**config.mk**
```make
export PLATFORM = sky130hd
export DESIGN_NAME = bin_arbiter
export DESIGN_NICKNAME = d
export VERILOG_FILES = /design/src/rtl/bin_pkg.sv /design/src/rtl/rr_pick.sv /design/src/rtl/bin_arbiter.sv
export SDC_FILE = /design/constraint.sdc
export NUM_CORES = 1
export LEC_CHECK = 0
export ABC_CLOCK_PERIOD_IN_PS = 7600
export CORE_ASPECT_RATIO = 0.6
export CORE_MARGIN = 3
export CORE_UTILIZATION = 35
export DETAILED_ROUTE_END_ITERATION = 10
export PLACE_DENSITY = 0.76
export SLEW_MARGIN = 20
export SYNTH_ARGS = -nofsm -noshare
export SYNTH_HDL_FRONTEND = slang
export SYNTH_SLANG_ARGS = --single-unit
```
**constraint.sdc**
```tcl
create_clock -name clk -period 7.6 [get_ports clk]
set_clock_uncertainty 0.15 [all_clocks]
set_input_delay 1.52 -clock clk [delete_from_list [all_inputs] [get_ports clk]]
set_output_delay 1.52 -clock clk [all_outputs]
set_load 0.1 [all_outputs]
```
**src/rtl/bin_pkg.sv**
```systemverilog
// -----------------------------------------------------------------------------
// bin_pkg -- shared definitions for the bin_arbiter shared-adder block.
//
// Contents:
//   NREQ_DEFAULT / W_DEFAULT : default requester count and operand width
//   NREQ_MAX                 : widest requester count the pick function handles
//   out_state_e              : state of the single output register (EMPTY/FULL)
//   rr_onehot()              : round-robin one-hot pick starting at a pointer
// -----------------------------------------------------------------------------
package bin_pkg;

    localparam int NREQ_DEFAULT = 4;
    localparam int W_DEFAULT    = 32;
    localparam int NREQ_MAX     = 8;

    typedef enum logic {
        OUT_EMPTY = 1'b0,
        OUT_FULL  = 1'b1
    } out_state_e;

    // Scan n requesters starting at ptr, wrapping n-1 -> 0, and return the
    // first valid one as a one-hot vector (all zero when nothing is valid).
    function automatic logic [NREQ_MAX-1:0] rr_onehot(
        input logic [NREQ_MAX-1:0] valid,
        input logic [2:0]          ptr,
        input int                  n
    );
        logic [NREQ_MAX-1:0] pick;
        logic                found;
        int                  idx;
        pick  = '0;
        found = 1'b0;
        for (int k = 0; k < NREQ_MAX; k++) begin
            if (k < n) begin
                idx = (int'(ptr) + k) % n;
                if (!found && valid[idx]) begin
                    pick[idx] = 1'b1;
                    found     = 1'b1;
                end
            end
        end
        return pick;
    endfunction

endpackage

```
**src/rtl/rr_pick.sv**
```systemverilog
// -----------------------------------------------------------------------------
// rr_pick -- combinational pointer-rotated priority encoder.
//
// Ports:
//   valid_i [NREQ-1:0] : request vector
//   ptr_i   [PW-1:0]   : index where the search starts
//   grant_o [NREQ-1:0] : one-hot pick of the first valid index at/after ptr_i
// -----------------------------------------------------------------------------
module rr_pick
    import bin_pkg::*;
#(
    parameter int NREQ = NREQ_DEFAULT,
    parameter int PW   = $clog2(NREQ)
) (
    input  logic [NREQ-1:0] valid_i,
    input  logic [PW-1:0]   ptr_i,
    output logic [NREQ-1:0] grant_o
);

    logic [NREQ_MAX-1:0] valid_ext;
    logic [NREQ_MAX-1:0] pick_ext;
    logic                unused_pick;

    always_comb begin
        valid_ext             = '0;
        valid_ext[NREQ-1:0]   = valid_i;
        pick_ext              = rr_onehot(valid_ext, 3'(ptr_i), NREQ);
    end

    assign grant_o = pick_ext[NREQ-1:0];

    // Bits above NREQ can never be picked because their valid bits are zero.
    assign unused_pick = ^pick_ext;

endmodule

```
**src/rtl/bin_arbiter.sv**
```systemverilog
// -----------------------------------------------------------------------------
// bin_arbiter -- NREQ requesters share one W-bit adder through round-robin
// arbitration and a single registered result slot.
//
// Ports:
//   clk, rst                 : clock, synchronous active-high reset
//   req_valid [NREQ-1:0]     : requester i has an add pending
//   req_a/req_b [NREQ*W-1:0] : operands, slice i belongs to requester i
//   req_ready [NREQ-1:0]     : one-hot grant, operands taken this cycle
//   resp_valid [NREQ-1:0]    : one-hot owner of the registered result
//   resp_ready [NREQ-1:0]    : requester i accepts its result this cycle
//   result [W-1:0], carry    : registered sum and carry-out
//   dbg_ptr, dbg_full        : round-robin pointer and output-slot state
//
// Handshake: a request transfers when req_valid[i] && req_ready[i]; a response
// transfers when resp_valid[i] && resp_ready[i]. Requesters hold operands
// until granted. Only the owner's resp_ready is looked at.
// -----------------------------------------------------------------------------
module bin_arbiter
    import bin_pkg::*;
#(
    parameter int NREQ = NREQ_DEFAULT,
    parameter int W    = W_DEFAULT
) (
    input  logic                    clk,
    input  logic                    rst,
    input  logic [NREQ-1:0]         req_valid,
    input  logic [NREQ*W-1:0]       req_a,
    input  logic [NREQ*W-1:0]       req_b,
    output logic [NREQ-1:0]         req_ready,
    output logic [NREQ-1:0]         resp_valid,
    input  logic [NREQ-1:0]         resp_ready,
    output logic [W-1:0]            result,
    output logic                    carry,
    output logic [$clog2(NREQ)-1:0] dbg_ptr,
    output logic                    dbg_full
);

    localparam int PW = $clog2(NREQ);

    logic [NREQ-1:0] resp_valid_q, resp_valid_d;
    logic [W-1:0]    result_q, result_d;
    logic            carry_q, carry_d;
    logic [PW-1:0]   ptr_q, ptr_d;

    out_state_e      out_state;
    logic            owner_ready;
    logic            grant_en;
    logic [NREQ-1:0] pick;
    logic [NREQ-1:0] grant;
    logic [W-1:0]    a_sel, b_sel;
    logic [PW-1:0]   gnt_idx;
    logic [W:0]      sum;

    rr_pick #(
        .NREQ (NREQ),
        .PW   (PW)
    ) u_pick (
        .valid_i (req_valid),
        .ptr_i   (ptr_q),
        .grant_o (pick)
    );

    assign out_state   = (|resp_valid_q) ? OUT_FULL : OUT_EMPTY;
    assign owner_ready = |(resp_valid_q & resp_ready);

    // Operand mux driven by the one-hot grant, then the single shared adder.
    always_comb begin
        a_sel   = '0;
        b_sel   = '0;
        gnt_idx = '0;
        for (int i = 0; i < NREQ; i++) begin
            if (grant[i]) begin
                a_sel   = req_a[i*W +: W];
                b_sel   = req_b[i*W +: W];
                gnt_idx = PW'(i);
            end
        end
    end

    assign sum = {1'b0, a_sel} + {1'b0, b_sel};

    // Output-slot FSM: next state and grant decision.
    always_comb begin
        resp_valid_d = resp_valid_q;
        result_d     = result_q;
        carry_d      = carry_q;
        ptr_d        = ptr_q;
        grant_en     = 1'b0;

        case (out_state)
            OUT_EMPTY: grant_en = 1'b1;
            OUT_FULL:  grant_en = owner_ready;  // drain and refill same cycle
            default:   grant_en = 1'b0;
        endcase

        // No grants leak out while reset is held.
        if (rst) begin
            grant_en = 1'b0;
        end

        grant = grant_en ? pick : '0;

        if (|grant) begin
            resp_valid_d = grant;
            result_d     = sum[W-1:0];
            carry_d      = sum[W];
            ptr_d        = (gnt_idx == PW'(NREQ - 1)) ? '0 : gnt_idx + 1'b1;
        end else if (out_state == OUT_FULL && owner_ready) begin
            // Drain with nothing new: result and carry keep their last value.
            resp_valid_d = '0;
        end
    end

    always_ff @(posedge clk) begin
        if (rst) begin
            resp_valid_q <= '0;
            result_q     <= '0;
            carry_q      <= 1'b0;
            ptr_q        <= '0;
        end else begin
            resp_valid_q <= resp_valid_d;
            result_q     <= result_d;
            carry_q      <= carry_d;
            ptr_q        <= ptr_d;
        end
    end

    assign req_ready  = grant;
    assign resp_valid = resp_valid_q;
    assign result     = result_q;
    assign carry      = carry_q;
    assign dbg_ptr    = ptr_q;
    assign dbg_full   = (out_state == OUT_FULL);

endmodule

```
* After elaboration in Yosys (flattened, before gate mapping)
Cells that the tools add are included.
Storage, ports and cells: memories kept 0, register bits after elaboration 39, word-level logic and storage cells 88, output and inout bits 44, bits of input ports 266, bits in read-only memories 0, bits in latches 0, memory bits (writable) 0
Operators by class: divide/modulo/power cells 0, mux-type cells 44, shifts and indexed selects 0, reduce and logical (&&, ||, !) cells 18, bitwise operators 8, add/subtract/negate cells 5, multipliers 0, equality and inequality tests 1, magnitude comparators 8
Operators by type and width (count):
- 32-bit two-way mux | 8
- 32-bit by 32-bit adder with 33-bit output | 1
- 4-bit two-way mux | 7
- 1-bit two-way mux | 17
- 3-bit by 5-bit less-than comparator with 1-bit output, second input constant | 3
- 4-bit OR | 3
- 4-bit OR reduction | 3
- 1-bit binary-select mux with 3-bit select | 3
- 1-bit demux with 3-bit select | 3
- 3-bit by 1-bit greater-or-equal comparator with 1-bit output, second input constant | 3
- 1-bit logical AND | 8
- 2-bit two-way mux | 3
- 2-bit OR reduction | 3
- 2-bit by 1-bit adder with 2-bit output, second input constant | 2
- 2-bit adder, second input constant | 2
- 4-bit bitwise AND | 1
- 2-bit by 4-bit less-than comparator with 1-bit output, second input constant | 1
- 1-bit bitwise AND, first input constant | 3
- 1-bit zero test | 3
- 1-bit binary-select mux with 2-bit select | 1
- 1-bit demux with 2-bit select | 1
- 2-bit equality test, second input constant | 1
- 2-bit by 1-bit greater-or-equal comparator with 1-bit output, second input constant | 1
- 1-bit one-hot mux with 2 select lines | 1
- 2 further kinds | 2

* Depth between registers and ports, before layout
Gate-level depths: netlist (run 1).
depth in word-level cells 20, mapped depth 24, mapped depth without buffers 21

* Modules after synthesis
A second synthesis (run 1) with hierarchy kept.
Second synthesis, totals: cells, all modules 771, area total of the unflattened synthesis 5567.8 um^2
By module, submodules not included:
- bin_arbiter | area an instance 5265.0 um^2, instances 1, seq. area each 780.7 um^2, cells each 741
- rr_pick | area an instance 302.8 um^2, instances 1, seq. area each 0.0 um^2, cells each 30

* Least setup slack after synthesis (run 1)
No wires, ideal clock.
path kind reg2reg, start register ptr_q[1], in the netlist dbg_ptr[1], end register carry_q, in the netlist carry, library setup time 0.130 ns, arrival 6.189 ns, stages on the path, launching flop included 20, required time 7.320 ns, setup slack 1.131 ns, path buffers 2, cell sequence dfxtp_1 inv_1 ha_1 mux4_2 a211oi_4 a221o_1 nand2b_1 buf_2 clkinv_1 clkbuf_1 nand2_1 o41ai_1 ha_1 and3_1 a221o_1 a2111oi_2 o31ai_1 a221o_1 a211oi_1 nor3_1
RTL lines:
- from (decl) | RTL line bin_arbiter.sv:44 | logic [PW-1:0] ptr_q, ptr_d;
- from (signal assigned) | RTL line bin_arbiter.sv:125 | ptr_q <= ptr_d;
- parallel branches: the longest is 13 deep, another holds 3-bit by 5-bit less-than comparator with 1-bit output
- 4-bit two-way mux * | RTL line bin_pkg.sv:36 | if (!found && valid[idx]) begin
- 4-bit two-way mux * | RTL line bin_arbiter.sv:102 | grant = grant_en ? pick : '0;
- named net req_ready[3] | RTL line bin_arbiter.sv:30 | output logic [NREQ-1:0] req_ready,
- 32-bit two-way mux | RTL line bin_arbiter.sv:73 | if (grant[i]) begin
- 32-bit by 32-bit adder with 33-bit output | RTL line bin_arbiter.sv:81 | assign sum = {1'b0, a_sel} + {1'b0, b_sel};
- to (signal assigned) | RTL line bin_arbiter.sv:124 | carry_q <= carry_d;
- to (decl) | RTL line bin_arbiter.sv:43 | logic carry_q, carry_d;
Mark *: on every way through the listed nets, which the timed path passes. The select of a mux whose other input is x is not followed. A chain may end at the register's enable or synchronous reset.

* Worst setup path after layout (run 1)
start input req_valid[2], end register result_q[17], in the netlist result[17]
Between the ends: word-level cells in the longest chain between the ends 18
Ends and longest elaborated chain:
- from (decl) | RTL line bin_arbiter.sv:27 | input logic [NREQ-1:0] req_valid,
- 1-bit binary-select mux with 2-bit select | RTL line bin_pkg.sv:36
- 1-bit two-way mux (not written as such) | RTL line bin_pkg.sv:36
- 1-bit two-way mux | RTL line bin_pkg.sv:36
- 1-bit zero test | RTL line bin_pkg.sv:36
- 1-bit logical AND | RTL line bin_pkg.sv:36
- 1-bit two-way mux | RTL line bin_pkg.sv:36
- 1-bit zero test | RTL line bin_pkg.sv:36
- 1-bit logical AND | RTL line bin_pkg.sv:36
- 1-bit two-way mux | RTL line bin_pkg.sv:36
- 1-bit zero test | RTL line bin_pkg.sv:36
- 1-bit logical AND | RTL line bin_pkg.sv:36
- 4-bit two-way mux * | RTL line bin_pkg.sv:36
- 4-bit two-way mux * | RTL line bin_arbiter.sv:102
- 32-bit two-way mux (4 in a row) | RTL line bin_arbiter.sv:73
- 32-bit by 32-bit adder with 33-bit output | RTL line bin_arbiter.sv:81
- to (signal assigned) | RTL line bin_arbiter.sv:123 | result_q <= result_d;
- to (decl) | RTL line bin_arbiter.sv:42 | logic [W-1:0] result_q, result_d;
Every way passes the cells marked *; elsewhere a longest branch is shown, timed or not. The select of a mux whose other input is x is not followed.

==> flow_summary.ini, run 1 <==
[clocking]
cts_buffer_depth = 2
cts_hold_buf = 0
clkLatencyLatePin_ps = 290
htree_levels = 2
cts_buffers = 5
cts_tree = done
post-cts-setup-buffers = 0
cts.sinks = 39
root_buffer = clkbuf_16
clk_pin_slew_worst_paths_ps = 60

[setup_path]
startpoint_type = input pin
cp.required_ps = 7670
crit_arrival_ps = 7270
r2r_end = carry
critical_path_class = input pin to register
reg2regPathDepth = 21
cp_max_fo = 15
critPathSlowestCell = a2111oi_0
endpoint_kind = register
rrSetupSlack_ps = 830
max_stage_delay_ps = 630
reg2reg_from = dbg_ptr[0]
startpoint = req_valid[2]
cp_common_cell = a31oi_1
crit_chain = clkdlybuf4s50_1 -> nor3b_1 -> a311oi_1 -> a211oi_4 -> a221o_1 -> a21o_1 -> nand2_2 -> buf_4 -> o22ai_1 -> a221oi_1 -> ha_1 -> a211oi_1 -> o211ai_1 -> a31oi_1 -> a31oi_1 -> a2111oi_0 -> a311o_1 -> mux2i_1 -> nor2_1

[drt]
drt_wl_total_um = 26200
viasPerCell = 5.88
ant_nets = 0
drcViolationCount = 0
drt-initial-drc-count = 690
vias = 6934
wl_per_cell_um = 22.2
drt-pass1-iter-count = 5

[synthesis]
synth_cells = 699
netlist.area_leader.share = 0.153
synthDistinctLibCells = 66
yosys.cell_count.top_type = nor2_1
synth_top_area_cell = dfxtp_1
synth_edf_count = 0
syn_avg_cell_area_um2 = 7.30
ys_seq_area_frac = 0.153
synthesis.area_um2 = 5100
async_flop_share = 0
syn-num-nets = 1005
synth_area_leaders = dfxtp_1, a221oi_1, ha_1
synth-main-ff-cell = dfxtp_1
yosysWarningCount = 0
synth_commonest_cells = nor2_1, a221oi_1, o21ai_0
synth-seq-cells = 39

[die]
ioPinCount = 310
rows = 33
dieArea_um2 = 16100
initial_core_util = 0.366
core_area_um2 = 14000
dieWidth_um = 162
die_height_um = 99.5

[sta]
tightest_slew_ps = 1050
min_period_ps = 7210
slew_headroom = 0.300
finalSetupViolations = 0
setup_slack_ps = 394
fin_crit_sh = 0.948
fmax_ghz = 0.139
rsz0062_at_grt = no
hold_viol = 0
final_max_slew_viol_count = 0
holdWs_ps = 309
fin_setup_tns_ps = 0

[power_and_ir_drop]
ir_drop_uv = 279
power_density_nw_per_um2 = 533
p_leak_nw = 3.46

[place]
pre_cts_slack_ps = 203
hpwl_um = 21700
placement.io_buffers = 309
place_congestion = 0.973

[outcome]
status = finished, final reports clean

[finish]
postLayoutCoreUtil = 0.612
final_nets = 1291
multi_input_area_um2 = 4040
area_delta_synth_final_pct = 67.4
drive_gt1_frac = 0.0609
num-fill-cells = 1297
final-seq-area_um2 = 781

[global_route]
grt_start_max_net_pins = 46
antenna_found_initial = 2
gr-usage-all-layers = 0.305
grt_pass1_vias = 6406
grt_pass1_wl_um = 38200
gr-total-overflow = 0

[min_path]
min-delay-start = result[12]
hold_path_end = result[12]
hold_depth = 2
hold_path_class = register to register

[job]
drv_cap = 0
## layer usage
metal / vias up / global-route usage / wire length, µm
li1: 3275 / - / -
met5: - / 0 / 13
met2: 392 / 0.457 / 11300
met3: 26 / 0.103 / 3040
met4: 2 / 0.0400 / 269
met1: 3239 / 0.436 / 11600
## area by class of cell
class / instances / share of cell area
sequential: 39 / 0.0914
tap: 192 / 0.0281
antenna: 1 / 0.000293
inverter: 14 / 0.00615
clock buffer: 6 / 0.0151
clock inverter: 2 / 0.00146
multi-input combinational: 592 / 0.473
timing repair buffer: 333 / 0.385
## power by group
group          leakage [nW]  switching [mW]  internal (mW)
logic                  3.08            2.61           1.38
clock network        0.0669          0.0876          0.121
registers             0.318          0.0704          0.286
total                  3.46            2.77           1.79
## worst max-delay path by stage
stage                     cells after the start          to
after floorplan                              19       carry
after detailed placement                     20       carry
after CTS                                    20       carry
final                                        19  result[17]
after global placement                       19  result[26]
after global routing                         19  result[31]
## through the flow
| step | instance area [µm²] | cells | total power, mW |
|---|---|---|---|
| 3_3_place_gp | 8390 | 1169 | 4.21 |
| 2_1_floorplan | 5100 | 699 | 3.13 |
| 3_5_place_dp | 8390 | 1169 | 4.23 |
| 4_1_cts | 8530 | 1177 | 4.46 |
| 5_1_grt | 8550 | 1179 | 4.83 |
| 6_report | 8550 | 1179 | 4.56 |
## what timing repair did
action	4_1_cts	5_1_grt
endpoints found under the setup margin	0	1
resized for setup	0	0
endpoints found under the hold margin	0	0
## state kept, by name (all words and copies together), names as in the netlist
register,count
carry,1
result,32
dbg_ptr,2
resp_valid,4
## critical path: cells and delay by family
family | cells | cell delay [ps]
AO/OA/AOI/OAI | 12 | 3950
adder cells (fa/ha/maj) | 1 | 360
buffers and inverters | 2 | 740
multiplexers | 1 | 80
AND/OR/NAND/NOR | 3 | 610
## layout by cell type (no fill, tap or decap), types with 6 or more instances in the layout
| cell | instances |
|---|---|
| a221o_1 | 6 |
| nand2_1 | 45 |
| buf_4 | 26 |
| o21ai_0 | 51 |
| xor2_1 | 12 |
| a21oi_1 | 45 |
| nor3_1 | 7 |
| nor2_1 | 102 |
| a21o_1 | 21 |
| xnor2_1 | 14 |
| mux2i_1 | 22 |
| o211ai_1 | 7 |
| inv_1 | 12 |
| dfxtp_1 | 39 |
| nor2b_1 | 6 |
| clkdlybuf4s50_1 | 305 |
| ha_1 | 39 |
| o22ai_1 | 45 |
| nand3b_1 | 7 |
| a221oi_1 | 63 |
| o21ai_1 | 16 |
## cells by family after synthesis
group           count (synthesis)  share of synthesized area
mux                            24                     0.0520
flops                          39                      0.153
fa+ha+maj                      40                     0.0995
simple gates                  201                      0.179
buf+inv                        69                     0.0645
xor+xnor                       26                     0.0446
compound gates                300                      0.407
No activity file was read; power rests on OpenSTA's default activity.
==> inputs of run 2 (changes only) <==
Settings changed: GPL_ROUTABILITY_DRIVEN from default to 0, HOLD_SLACK_MARGIN from default to 0.08.
==> flow_summary.ini, run 2 (synthesized netlist as in run 1, its figures left out) <==
[outcome]
status = finished, final reports clean

[setup_path]
critical_path_class = input pin to register
cp_max_fo = 17
startpoint_type = input pin
crit_arrival_ps = 7300
cp.required_ps = 7610
endpoint_kind = register

[die]
initial_core_util = 0.366
ioPinCount = 310
die_height_um = 99.5
dieArea_um2 = 16100
rows = 33
dieWidth_um = 162
core_area_um2 = 14000

[sta]
fin_setup_tns_ps = 0
slew_headroom = 0.310
fmax_ghz = 0.137
fin_crit_sh = 0.960
hold_viol = 0
min_period_ps = 7290
setup_slack_ps = 308
finalSetupViolations = 0
final_max_slew_viol_count = 0
rsz0062_at_grt = no
tightest_slew_ps = 1030
holdWs_ps = 304

[power_and_ir_drop]
p_clk_frac = 0.047
internal_power_mw = 1.78
seqPwrFrac = 0.079
power.switching_mw = 2.71
comb_power_share = 0.874
ir_drop_uv = 313
sw_frac_of_total = 0.603
p_leak_nw = 3.47
power_density_nw_per_um2 = 526

[clocking]
post-cts-setup-buffers = 0
cts_buffers = 5
clk_pin_slew_worst_paths_ps = 60
cts.sinks = 39
cts_hold_buf = 0
cts.repair.resized = 0
cts_buffer_depth = 2
htree_levels = 2
clkLatencyLatePin_ps = 290
root_buffer = clkbuf_16
cts_tree = done

[finish]
area_delta_synth_final_pct = 67.3
final_nets = 1292
drive_gt1_frac = 0.0618
num-fill-cells = 1308
largest_register_ffs = 32
mostFrequentLayoutCells = clkdlybuf4s50_1, nor2_1, a221oi_1
num_antenna_cells = 0
fin_area_um2 = 8540
layout_commonest_cell = clkdlybuf4s50_1

[global_route]
grt_pass1_vias = 6406
grt_start_max_net_pins = 46
antenna_found_initial = 1
gr-total-overflow = 0
grt_pass1_wl_um = 37100
gr-usage-all-layers = 0.292

[drt]
ant_nets = 0
wl_per_cell_um = 21.2
drcViolationCount = 0
vias = 6933
drt-initial-drc-count = 605
drt-pass1-iter-count = 6
viasPerCell = 5.88
drt_wl_total_um = 24900

[place]
pre_cts_slack_ps = 113
place_area_um2 = 8390
hpwl_um = 20800
placement.io_buffers = 309

[min_path]
hold_path_class = register to register

[job]
drv_cap = 0
-- run 2: cell types whose count changed in the layout (fill, tap and decap cells not counted) --
cell	change
nand2_4	+1
a31oi_2	-1
nand2_2	-1
buf_4	+3
diode_2	-1
buf_12	-1
-- run 2: worst paths after layout --
kind	slack, ps	from	cells past startpoint	endpoint
setup / recovery	310	req_valid[2]	22	carry
hold / removal	300	result[12]	2	result[12]
setup reg to reg	960	dbg_ptr[0]	21	carry
hold reg to reg	300	result[12]	2	result[12]
-- run 2: power by group through the flow --
| stage | Clock, mW | Combinational (mW) | Sequential [mW] |
|---|---|---|---|
| finish | 0.211 | 3.93 | 0.353 |
| global route | 0.222 | 4.18 | 0.363 |
| CTS | 0.214 | 3.84 | 0.352 |
| detailed placement | 0 | 3.83 | 0.355 |
| global placement | 0 | 3.80 | 0.353 |
| floorplan | 0 | 2.26 | 0.872 |
-- run 2: per-layer routing --
metal / share of wire / GRT usage / vias up
met4: 0.017 / 0.0491 / 2
li1: - / - / 3271
met2: 0.42 / 0.431 / 382
met1: 0.45 / 0.429 / 3244
met5: 0.00052 / 0 / -
met3: 0.11 / 0.0787 / 34
-- run 2: final cells by class --
class                      instances  area [µm²]  area share
multi-input combinational        591        4030       0.472
timing repair buffer             335        3290       0.385
sequential                        39         781      0.0914
tap                              192         240      0.0281
clock buffer                       6         129      0.0151
inverter                          14        52.6     0.00615
clock inverter                     2        12.5     0.00147
-- run 2: worst max-delay path, stage by stage --
cell,delay (ps)
clkdlybuf4s50_1,500
nor3b_1,190
a311oi_1,440
a211oi_4,110
a221oi_2,300
and2_2,280
buf_4,240
or2_4,170
inv_2,50
nor4_4,240
buf_4,290
nand2_1,80
a21oi_1,310
ha_1,360
and3_1,230
and3_1,190
a221o_1,350
a2111oi_2,490
o31ai_1,240
a221o_1,360
a211oi_1,280
nor3_1,80
-- run 2: per-stage QoR --
step / utilization / total power [mW] / cells
after floorplan: - / 3.13 / 699
after global placement: 0.601 / 4.15 / 1171
after detailed placement: 0.601 / 4.18 / 1171
after CTS: 0.611 / 4.41 / 1179
after global routing: 0.612 / 4.77 / 1179
final: 0.612 / 4.49 / 1179
